==> src/rtl/lcd_mmio_port.sv <==
// Memory-mapped character-LCD port: CPU stores feed a FIFO that a strobe FSM drains onto the LCD bus.
// Define LCD_SIM_PRINT_EN to echo each completed data byte to the simulator console with $write.
module lcd_mmio_port #(
    parameter int BUS_MODE     = 8,
    parameter int FIFO_DEPTH   = 8,
    parameter int SETUP_CYCLES = 2,
    parameter int PULSE_CYCLES = 4,
    parameter int HOLD_CYCLES  = 2
) (
    input  logic        clk,
    input  logic        rst_n,
    input  logic        sel,
    input  logic [1:0]  addr,
    input  logic [31:0] wdata,
    input  logic [3:0]  wenable,
    output logic [31:0] rdata,
    output logic [7:0]  lcd_data,
    output logic        lcd_rs,
    output logic        lcd_rw,
    output logic        lcd_enable,
    output logic        busy
);

    localparam int PW    = $clog2(FIFO_DEPTH);
    localparam int CW    = PW + 1;
    localparam int MAXC  = (SETUP_CYCLES > PULSE_CYCLES) ?
                           ((SETUP_CYCLES > HOLD_CYCLES) ? SETUP_CYCLES : HOLD_CYCLES) :
                           ((PULSE_CYCLES > HOLD_CYCLES) ? PULSE_CYCLES : HOLD_CYCLES);
    localparam int CNT_W = $clog2(MAXC) + 1;

    localparam logic [CW-1:0]    FULL_CNT  = CW'(FIFO_DEPTH);
    localparam logic [CNT_W-1:0] SETUP_END = CNT_W'(SETUP_CYCLES - 1);
    localparam logic [CNT_W-1:0] PULSE_END = CNT_W'(PULSE_CYCLES - 1);
    localparam logic [CNT_W-1:0] HOLD_END  = CNT_W'(HOLD_CYCLES - 1);

    typedef enum logic [1:0] {
        S_IDLE,
        S_SETUP,
        S_PULSE,
        S_HOLD
    } state_t;

    // FIFO storage: bit 8 is rs, bits 7:0 the byte
    logic [8:0]       r_mem [FIFO_DEPTH];
    logic [PW-1:0]    r_wptr;
    logic [PW-1:0]    r_rptr;
    logic [CW-1:0]    r_count;
    logic             r_ovf;

    state_t           r_state;
    state_t           w_state_nx;
    logic [CNT_W-1:0] r_cnt;
    logic [CNT_W-1:0] w_cnt_nx;
    logic             r_nib;
    logic [7:0]       r_shift;
    logic [7:0]       r_lcd_data;
    logic             r_rs;
    logic             r_en;
    logic             w_en_nx;
    logic             r_busy;

    logic             w_wr;
    logic             w_push_req;
    logic             w_ctrl;
    logic             w_flush;
    logic             w_clr;
    logic             w_full;
    logic             w_empty;
    logic             w_push;
    logic             w_ovf_set;
    logic             w_can_pop;
    logic             w_pop;
    logic             w_load;
    logic             w_nib2;
    logic [8:0]       w_head;
    logic [CW-1:0]    w_count_nx;
    logic [7:0]       w_cnt8;
    logic [31:0]      w_status;
    logic             w_unused;

    assign w_wr       = sel & wenable[0];
    assign w_push_req = w_wr & ((addr == 2'd0) | (addr == 2'd1));
    assign w_ctrl     = w_wr & (addr == 2'd3);
    assign w_flush    = w_ctrl & wdata[1];
    assign w_clr      = w_ctrl & wdata[0];
    assign w_full     = (r_count == FULL_CNT);
    assign w_empty    = (r_count == '0);
    // Full is judged on the pre-edge count, so a same-cycle pop never rescues a push
    assign w_push     = w_push_req & ~w_full & ~w_flush;
    assign w_ovf_set  = w_push_req & w_full & ~w_flush;
    assign w_can_pop  = ~w_empty & ~w_flush;
    assign w_head     = r_mem[r_rptr];

    assign w_unused   = ^{wdata[31:8], wenable[3:1], r_shift[7:4]};

    always_comb begin
        w_count_nx = r_count;
        if (w_flush) begin
            w_count_nx = '0;
        end else begin
            case ({w_push, w_pop})
                2'b10:   w_count_nx = r_count + 1'b1;
                2'b01:   w_count_nx = r_count - 1'b1;
                default: w_count_nx = r_count;
            endcase
        end
    end

    always_ff @(posedge clk or negedge rst_n) begin
        if (!rst_n) begin
            r_wptr  <= '0;
            r_rptr  <= '0;
            r_count <= '0;
            r_ovf   <= 1'b0;
        end else begin
            r_count <= w_count_nx;
            if (w_flush) begin
                r_wptr <= '0;
                r_rptr <= '0;
            end else begin
                if (w_push) r_wptr <= r_wptr + 1'b1;
                if (w_pop)  r_rptr <= r_rptr + 1'b1;
            end
            if (w_clr)
                r_ovf <= 1'b0;
            else if (w_ovf_set)
                r_ovf <= 1'b1;
        end
    end

    always_ff @(posedge clk) begin
        if (w_push)
            r_mem[r_wptr] <= {(addr == 2'd0), wdata[7:0]};
    end

    // Strobe sequencer: next state and strobe/pop controls
    always_comb begin
        w_state_nx = r_state;
        w_cnt_nx   = r_cnt + 1'b1;
        w_en_nx    = 1'b0;
        w_pop      = 1'b0;
        w_load     = 1'b0;
        w_nib2     = 1'b0;
        case (r_state)
            S_IDLE: begin
                w_cnt_nx = '0;
                if (w_can_pop) begin
                    w_pop      = 1'b1;
                    w_load     = 1'b1;
                    w_state_nx = S_SETUP;
                end
            end
            S_SETUP: begin
                if (r_cnt == SETUP_END) begin
                    w_cnt_nx   = '0;
                    w_en_nx    = 1'b1;
                    w_state_nx = S_PULSE;
                end
            end
            S_PULSE: begin
                w_en_nx = 1'b1;
                if (r_cnt == PULSE_END) begin
                    w_cnt_nx   = '0;
                    w_en_nx    = 1'b0;
                    w_state_nx = S_HOLD;
                end
            end
            S_HOLD: begin
                if (r_cnt == HOLD_END) begin
                    w_cnt_nx = '0;
                    if ((BUS_MODE == 4) && !r_nib) begin
                        w_nib2     = 1'b1;
                        w_state_nx = S_SETUP;
                    end else if (w_can_pop) begin
                        w_pop      = 1'b1;
                        w_load     = 1'b1;
                        w_state_nx = S_SETUP;
                    end else begin
                        w_state_nx = S_IDLE;
                    end
                end
            end
            default: begin
                w_cnt_nx   = '0;
                w_state_nx = S_IDLE;
            end
        endcase
    end

    always_ff @(posedge clk or negedge rst_n) begin
        if (!rst_n) begin
            r_state    <= S_IDLE;
            r_cnt      <= '0;
            r_nib      <= 1'b0;
            r_shift    <= '0;
            r_lcd_data <= '0;
            r_rs       <= 1'b0;
            r_en       <= 1'b0;
            r_busy     <= 1'b0;
        end else begin
            r_state <= w_state_nx;
            r_cnt   <= w_cnt_nx;
            r_en    <= w_en_nx;
            r_busy  <= (w_state_nx != S_IDLE) | (w_count_nx != '0);
            if (w_load) begin
                r_shift    <= w_head[7:0];
                r_rs       <= w_head[8];
                r_nib      <= 1'b0;
                r_lcd_data <= (BUS_MODE == 4) ? {w_head[7:4], 4'h0} : w_head[7:0];
            end else if (w_nib2) begin
                r_nib      <= 1'b1;
                r_lcd_data <= {r_shift[3:0], 4'h0};
            end
        end
    end

`ifdef LCD_SIM_PRINT_EN
    // Fires on the edge where enable falls for the last (or only) strobe of a data byte
    always_ff @(posedge clk) begin
        if (rst_n && (r_state == S_PULSE) && (r_cnt == PULSE_END) && r_rs &&
            ((BUS_MODE != 4) || r_nib))
            $write("%c", r_shift);
    end
`else
    // Console echo is compiled out; hardware behaviour is unchanged.
`endif

    assign w_cnt8   = 8'(r_count);
    assign w_status = {16'h0, w_cnt8, 4'h0, r_ovf, w_empty, w_full, r_busy};

    always_comb begin
        rdata = '0;
        if (addr == 2'd2)
            rdata = w_status;
    end

    assign lcd_data   = r_lcd_data;
    assign lcd_rs     = r_rs;
    assign lcd_rw     = 1'b0;
    assign lcd_enable = r_en;
    assign busy       = r_busy;

endmodule

==> config.mk <==
export PLATFORM = sky130hd
export DESIGN_NAME = lcd_mmio_port
export DESIGN_NICKNAME = d
export VERILOG_FILES = /design/src/rtl/lcd_mmio_port.sv
export SDC_FILE = /design/constraint.sdc
export NUM_CORES = 1
export LEC_CHECK = 0
export ABC_AREA = 1
export ABC_CLOCK_PERIOD_IN_PS = 3530
export CAP_MARGIN = 20
export CORE_MARGIN = 2
export CORE_UTILIZATION = 53
export DETAILED_ROUTE_END_ITERATION = 12
export GPL_TIMING_DRIVEN = 0
export PLACE_DENSITY_LB_ADDON = 0.2
export SLEW_MARGIN = 20
export SYNTH_ARGS = -nofsm -noshare
export SYNTH_HDL_FRONTEND = slang
export SYNTH_SLANG_ARGS = --single-unit
==> constraint.sdc <==
create_clock -name clk -period 3.53 [get_ports clk]
set_clock_uncertainty 0.2 [all_clocks]
set_input_delay 0.706 -clock clk [delete_from_list [all_inputs] [get_ports clk]]
set_output_delay 0.706 -clock clk [all_outputs]
set_load 0.02 [all_outputs]
==> results of run 1 <==
-- layout by cell type (no fill, tap or decap), drive strengths merged --
master / synthesis / layout
nand2: 95 / 95
nor2: 76 / 76
edfxtp: 72 / 72
o21ai: 61 / 61
inv: 38 / 42
buf: 39 / 41
clkdlybuf4s50: 0 / 29
dfrtp: 27 / 27
conb: 1 / 25
nand3: 16 / 16
ha: 15 / 15
o22ai: 10 / 10
clkbuf: 1 / 10
a21oi: 6 / 6
nor3: 4 / 4
clkinv: 1 / 3
or2: 2 / 2
dlymetal6s2s: 0 / 2
xor2: 1 / 1
a211oi: 1 / 1
a2bb2oi: 1 / 1
clkinvlp: 0 / 1
-- per-layer routing --
layer / wire (um) / share of wire [%]
met5: 0 / 0
met4: 65 / 0.69
met3: 512 / 5.5
met2: 4630 / 49
met1: 4170 / 44
-- critical path: stages --
cell and delay, ns:
clkdlybuf4s50_1 0.51, nand2_2 0.07, nor2_2 0.14, nand2_4 0.13
nand2_2 0.13, nor2_2 0.07, buf_6 0.14, ha_1 0.25
nand2_1 0.08, inv_1 0.05, nor2_1 0.15, ha_1 0.26
nor2_1 0.15, nor2_1 0.06, o21ai_0 0.17, nand3_1 0.10
nor2_1 0.11, nand2_1 0.06
-- sequential cells by signal, indices dropped and copies added (netlist names) --
register / count
lcd_data: 8
lcd_enable: 1
busy: 1
r_cnt: 3
r_mem: 72
r_ovf: 1
r_state: 2
r_wptr: 3
r_count: 4
r_rptr: 3
lcd_rs: 1
-- cell families after synthesis --
| kind of cell | Yosys count | synth area share, % |
|---|---|---|
| simple gates | 193 | 16.7 |
| flops | 99 | 60.3 |
| compound gates | 79 | 9.04 |
| buf+inv | 79 | 9.68 |
| fa+ha+maj | 15 | 3.99 |
| xor+xnor | 1 | 0.186 |
| other cells | 1 | 0.0797 |
-- power breakdown --
group          total [uW]  switching (uW)  internal (uW)  leakage, uW
Sequential           1540             117           1420     0.000983
Clock                 697             423            274    0.0000943
Combinational        1740            1080            655      0.00129
-- through the flow --
step / worst slack, ns / std cells / util (%) / cell area (um^2) / TNS (ns)
3_5_place_dp: -0.264 / 632 / 60.7 / 5260 / -0.264
3_3_place_gp: -0.182 / 631 / 60.5 / 5250 / -0.182
2_1_floorplan: 0.664 / 491 / - / 4800 / 0
6_report: 0.236 / 648 / 62.9 / 5460 / 0
4_1_cts: 0.132 / 648 / 62.8 / 5450 / 0
5_1_grt: 0.0153 / 648 / 62.9 / 5460 / 0
-- cell type report --
type                            instances  area (um^2)  area share [%]
Tap cell                              108          135            2.48
Multi-Input combinational cell        313         1510            27.7
Clock inverter                          7         65.1            1.19
Timing Repair Buffer                   33          328            6.01
Buffer                                 40          307            5.62
Inverter                               39          149            2.73
Sequential cell                        99         2840            52.0
Clock buffer                            9          124            2.27
-- worst max path at each step --
stage               cells past startpoint  endpoint  slack, ns
detailed placement                     15      busy      -0.26
floorplan                              17      busy       0.66
global route                           18      busy       0.02
finish                                 18      busy       0.24
global placement                       15      busy      -0.18
CTS                                    15      busy       0.13
==> flow_summary.yaml, run 1 <==
clocking:
  clk_pin_slew_worst_paths_ns: 0.10
  h-tree-depth: 3
  postCtsSetupRepairBufs: 0
  cts_resized: 0
  clock-sinks: 99
  hold_buffers: 0
  root_buffer: "clkbuf_8"
  numCtsBuffers: 9
  clock_latency_ns: 0.36
  cts_tree: "yes"
  clockBufferDepth: 2
sta:
  drv_slew: 0
  fin_hold_ws_ns: 0.164
  hold_viol: 0
  setup_violations: 0
  tightest_slew_ns: 0.921
  fmax_ghz: 0.304
  slew-limit-headroom_pct: 38.2
  rsz0062_at_grt: "false"
  min_period_ns: 3.29
  fin_crit_sh_pct: 93.3
global_route:
  grt_first_pass_wirelength_um: 14900
  use_met2_pct: 34.0
  overflow: 0
  grt_max_degree: 28
  grtUsageTotal_pct: 20.0
  grt-busiest-layer: "met2"
  grt_pass1_vias: 3071
  use_met3_pct: 3.87
  antenna_found_initial: 0
  use_met1_pct: 26.5
cells_and_area:
  drive_gt1_share_pct: 13.9
  nets: 591
  diodes: 0
  area_growth_pct: 16.0
  fill_cells: 729
critical_path:
  setup.worst_path.start_class: "input pin"
  rrSetupSlack_ns: 0.47
  cp.arrival_ns: 3.35
  critPathKind: "input pin to flop"
  worstReg2RegEnd: "busy"
  end_kind: "flop"
  worstPathRequired_ns: 3.58
  worstSetupStartpoint: "addr[0]"
  reg2reg_from: "r_state[0]"
  path_max_fanout: 11
  reg2reg_depth: 16
yosys:
  yosysUniqueCellTypes: 29
  synth_most_common_cell: "nand2_1"
  synth_top_area_share_pct: 45.9
  ys_seq_elements: 99
  postSynth.asyncResetShare_pct: 27.3
  seq_area_frac_synth_pct: 60.3
  ys.warnings.count: 0
  syn_area_mm2: 0.00471
  synth.avg_cell_area_um2: 10.1
  synth-edff-count: 72
  synth_largest_area_cell: "edfxtp_1"
  synth_area_leaders: "edfxtp_1 (46%), dfrtp_1 (14%), nand2_1 (7.3%)"
  synthTopCellsByCount: "nand2_1 (91), nor2_1 (73), edfxtp_1 (72), o21ai_0 (41), inv_1 (36)"
  ys.flop_type: "edfxtp_1"
  synthCells: 467
status:
  status: "finished clean"
floorplan:
  core_area_mm2: 0.00868
  die_h_um: 98.2
  start_util_pct: 54.2
  die_area_mm2: 0.00965
  core.rowCount: 34
  die_w_um: 98.2
  ios: 85
route:
  dr.pass1.iters: 5
  drtAntennaViolNets: 0
  wirelength_um: 9390
  vias: 3300
  dr.first_iter.drc_count: 232
  via_per_inst: 5.09
  wl_per_cell_um: 14.5
  remaining_drc_errors: 0
pwr:
  leakage_uw: 0.00237
  power_density_mw_per_mm2: 728
  total_power_uw: 3970
  ir_worst_vdd_mv: 0.384
placement:
  dp_hpwl_um: 6650
  gp_congestion: 0.766
  numPortBuffers: 32
run:
  cap_violations: 0
hold_path:
  holdCritPathClass: "input pin to async pin"
(Power assumes the default switching activity.)
==> run 2: changes to the inputs <==
Settings changed: CORE_MARGIN 2 to unset.
==> flow_summary.yaml, run 2 (synthesis gave the netlist of run 1 again) <==
status:
  status: "finished clean"
route:
  remaining_drc_errors: 0
  dr.first_iter.drc_count: 241
  wirelength_um: 9550
  wl_per_cell_um: 14.7
  drtAntennaViolNets: 0
  via_per_inst: 5.07
  dr.pass1.iters: 5
  vias: 3284
cells_and_area:
  final_core_util_pct: 62.8
  regMostFlops: "r_mem"
  area_growth_pct: 15.9
  nets: 591
  fill_cells: 737
  register_area_mm2: 0.00284
  drive_gt1_share_pct: 13.7
  multi_input_area_mm2: 0.00151
  final_cell_mix: "nand2_1 (91), nor2_1 (73), edfxtp_1 (72)"
  diodes: 0
  layout_commonest_cell: "nand2_1"
  largest_reg_flops: 72
critical_path:
  rrSetupSlack_ns: 0.46
  path_max_fanout: 11
  critPathKind: "input pin to flop"
  crit_path_top_delay_cell: "clkdlybuf4s50_1"
  critPathMaxStageDelay_ns: 0.46
  crit_top_cell: "nor2_1"
  setup.worst_path.start_class: "input pin"
  cp.arrival_ns: 3.38
  end_kind: "flop"
  worstPathRequired_ns: 3.59
  worstPathCellList: "clkdlybuf4s50_1 -> nand2_1 -> nor2_2 -> nand2_4 -> nand2_2 -> nor2_2 -> buf_6 -> ha_1 -> nand2_1 -> inv_1 -> nor2_1 -> ha_1 -> nor2_1 -> nor2_1 -> o21ai_0 -> nand3_1 -> nor2_1 -> nand2_1"
sta:
  fin_hold_ws_ns: 0.143
  fin_crit_sh_pct: 94.2
  slew-limit-headroom_pct: 37.8
  setup_tns_ns: 0
  rsz0062_at_grt: "false"
  setup_violations: 0
  tightest_slew_ns: 0.929
  drv_slew: 0
  fmax_ghz: 0.301
  timing.final.ws_setup_ns: 0.206
  min_period_ns: 3.32
  hold_viol: 0
clocking:
  root_buffer: "clkbuf_8"
  clk_pin_slew_worst_paths_ns: 0.10
  clockBufferDepth: 2
  postCtsSetupRepairBufs: 0
  clock_latency_ns: 0.38
  clock-sinks: 99
  cts_tree: "yes"
  h-tree-depth: 3
  numCtsBuffers: 9
placement:
  dp_hpwl_um: 6770
  gp_congestion: 0.752
  numPortBuffers: 32
  dp_slack_ns: -0.252
floorplan:
  core.rowCount: 34
  die_h_um: 96.2
  start_util_pct: 54.2
  die_area_mm2: 0.00926
  die_w_um: 96.2
  core_area_mm2: 0.00868
  ios: 85
hold_path:
  holdCritPathClass: "input pin to async pin"
global_route:
  overflow: 0
  antenna_found_initial: 0
  grtUsageTotal_pct: 22.2
  grt_pass1_vias: 3126
  grt_max_degree: 28
  grt_first_pass_wirelength_um: 14900
pwr:
  ir_worst_vdd_mv: 0.456
  leakage_uw: 0.00237
  power_density_mw_per_mm2: 727
  total_power_uw: 3970
run:
  cap_violations: 0
run 2: what timing repair did:
item | 4_1_cts | 5_1_grt
resized for setup | 0 | 2
endpoints found under the setup margin | 0 | 1
hold buffers | 0 | 0
run 2: worst paths after layout:
path / from / endpoint / cells after the start
worst max register to register: r_state[0] / busy / 16
worst min register to register: lcd_data[7] / lcd_data[7] / 2
worst max-delay path: wenable[0] / busy / 18
max in group asynchronous: rst_n / r_rptr[1] / 1
worst min-delay path: rst_n / r_wptr[1] / 1
min in group clk: lcd_data[7] / lcd_data[7] / 2
run 2: per-stage QoR:
stage / instances / cell area, um^2
floorplan: 491 / 4800
detailed placement: 632 / 5260
global route: 648 / 5450
global placement: 631 / 5250
CTS: 648 / 5450
finish: 648 / 5450
run 2: cell type report:
| class | instances | share of cell area (%) |
|---|---|---|
| plain buffers | 40 | 5.62 |
| well taps | 108 | 2.48 |
| repair buffers | 33 | 6.01 |
| multi-input cells | 313 | 27.7 |
| clock inverters | 7 | 1.10 |
| inverters | 39 | 2.73 |
| flip-flops and latches | 99 | 52.0 |
| clock buffers | 9 | 2.27 |
run 2: worst max-delay path, delay by kind of cell:
family | cells | cell delay (ns)
AND/OR/NAND/NOR | 12 | 1.33
buffers and inverters | 3 | 0.65
adder cells (fa/ha/maj) | 2 | 0.51
AO/OA/AOI/OAI | 1 | 0.18
run 2: routing by layer:
metal / track usage, % / routed length [um] / vias to the layer above
met5: 0 / 0 / -
met4: 8.71 / 128 / 0
met3: 4.19 / 581 / 15
met2: 37.2 / 4730 / 115
met1: 28.4 / 4110 / 1516
li1: - / - / 1638
run 2: power by group:
group | internal [uW] | switching, uW | leakage [uW] | total (uW)
clock network | 270 | 424 | 0.0000917 | 694
logic | 655 | 1080 | 0.00129 | 1740
registers | 1420 | 114 | 0.000983 | 1540
==> run 3: changes to the inputs <==
Settings changed: SETUP_SLACK_MARGIN set to 0.1.
==> flow_summary.yaml, run 3 (synthesis gave the netlist of run 1 again) <==
clocking:
  root_buffer: "clkbuf_8"
  postCtsSetupRepairBufs: 0
  clk_pin_slew_worst_paths_ns: 0.10
  h-tree-depth: 3
  cts_tree: "yes"
  clock-sinks: 99
  clockBufferDepth: 2
  clock_latency_ns: 0.37
  numCtsBuffers: 9
  hold_buffers: 0
  cts_resized: 0
cells_and_area:
  area_growth_pct: 16.1
  diodes: 0
  finalInstanceArea_mm2: 0.00546
  nets: 591
  fin_cells: 648
  regMostFlops: "r_mem"
  drive_gt1_share_pct: 13.7
  layout_commonest_cell: "nand2_1"
  final_cell_mix: "nand2_1 (91), nor2_1 (73), edfxtp_1 (72)"
  largest_reg_flops: 72
  fill_cells: 736
placement:
  dpl.cell_count: 632
  numPortBuffers: 32
  dp_hpwl_um: 6770
  gp_congestion: 0.752
  placed_area_mm2: 0.00526
  dp_slack_ns: -0.252
global_route:
  grt_max_degree: 28
  grt_first_pass_wirelength_um: 14900
  grtUsageTotal_pct: 22.2
  antenna_found_initial: 0
  overflow: 0
  grt_pass1_vias: 3126
sta:
  min_period_ns: 3.26
  timing.final.ws_setup_ns: 0.268
  hold_viol: 0
  fin_hold_ws_ns: 0.149
  slew-limit-headroom_pct: 40.0
  fin_crit_sh_pct: 92.4
  rsz0062_at_grt: "false"
  setup_violations: 0
  drv_slew: 0
  fmax_ghz: 0.307
  tightest_slew_ns: 0.897
critical_path:
  cp.depth: 18
  worstPathCellList: "clkdlybuf4s50_1 -> nand2_1 -> nor2_4 -> nand2_4 -> nand2_4 -> nor2_2 -> buf_6 -> ha_1 -> nand2_1 -> inv_1 -> nor2_1 -> ha_1 -> nor2_1 -> nor2_1 -> o21ai_1 -> nand3_1 -> nor2_1 -> nand2_1"
  path_delay_family: "simple AND/OR/NAND/NOR gates"
  crit_top_cell: "nor2_1"
  critPathKind: "input pin to flop"
  path_max_fanout: 11
  cp.buffers_inverters: 3
  end_kind: "flop"
  critPathMaxStageDelay_ns: 0.46
  cp.arrival_ns: 3.31
  reg2reg_depth: 17
  setup.worst_path.start_class: "input pin"
  crit_path_top_delay_cell: "clkdlybuf4s50_1"
  worstPathRequired_ns: 3.58
run:
  cap_violations: 0
hold_path:
  holdCritPathClass: "input pin to async pin"
floorplan:
  die_area_mm2: 0.00926
  die_w_um: 96.2
  die_h_um: 96.2
  core_area_mm2: 0.00868
  ios: 85
  core.rowCount: 34
  start_util_pct: 54.2
route:
  dr.pass1.iters: 4
  wl_per_cell_um: 14.6
  wirelength_um: 9490
  vias: 3271
  remaining_drc_errors: 0
  drtAntennaViolNets: 0
  via_per_inst: 5.05
  dr.first_iter.drc_count: 188
pwr:
  p_clk_share_pct: 17.4
  power_density_mw_per_mm2: 725
  internal_power_uw: 2350
  seqPwrFrac_pct: 38.7
  ir_worst_vdd_mv: 0.458
  combPwrFrac_pct: 43.9
  power_switching_share_pct: 40.7
  total_power_uw: 3960
  leakage_uw: 0.00237
  switching_power_uw: 1610
status:
  status: "finished clean"
==> run 3: area by class of cell <==
class                   count  area (um^2)  share of cell area, %
well taps                 108          135                   2.47
clock inverters             7         60.1                   1.10
inverters                  39          149                   2.73
clock buffers               9          124                   2.27
flip-flops and latches     99         2840                   51.9
repair buffers             33          328                   6.00
plain buffers              40          307                   5.61
multi-input cells         313         1520                   27.9
==> run 3: final timing paths <==
check / to / slack [ns] / from
worst max-delay path: busy / 0.27 / wenable[0]
worst min-delay path: r_wptr[1] / 0.15 / rst_n
worst max register to register: busy / 0.48 / r_state[0]
worst min register to register: lcd_data[7] / 0.32 / lcd_data[7]
max in group asynchronous: r_rptr[1] / 2.57 / rst_n
min in group clk: lcd_data[7] / 0.32 / lcd_data[7]
==> run 3: through the flow <==
step           util, %  setup TNS (ns)
6_report          62.9               0
5_1_grt           62.9               0
4_1_cts           62.8               0
3_5_place_dp      60.7          -0.252
3_3_place_gp      60.5          -0.174
2_1_floorplan        -               0
==> run 3: power groups by stage <==
stage | sequential (uW) | clock [uW] | combinational (uW)
after floorplan | 1600 | 0 | 1180
after global placement | 1550 | 0 | 1690
after detailed placement | 1560 | 0 | 1740
after CTS | 1540 | 703 | 1750
after global routing | 1550 | 750 | 1960
final | 1540 | 688 | 1740
==> run 3: layer usage <==
metal	up-vias	share of wire, %	global-route usage [%]
met5	-	0	0
met4	0	0.90	8.71
met3	9	6.5	4.19
met2	116	51	37.2
met1	1505	42	28.4
li1	1641	-	-
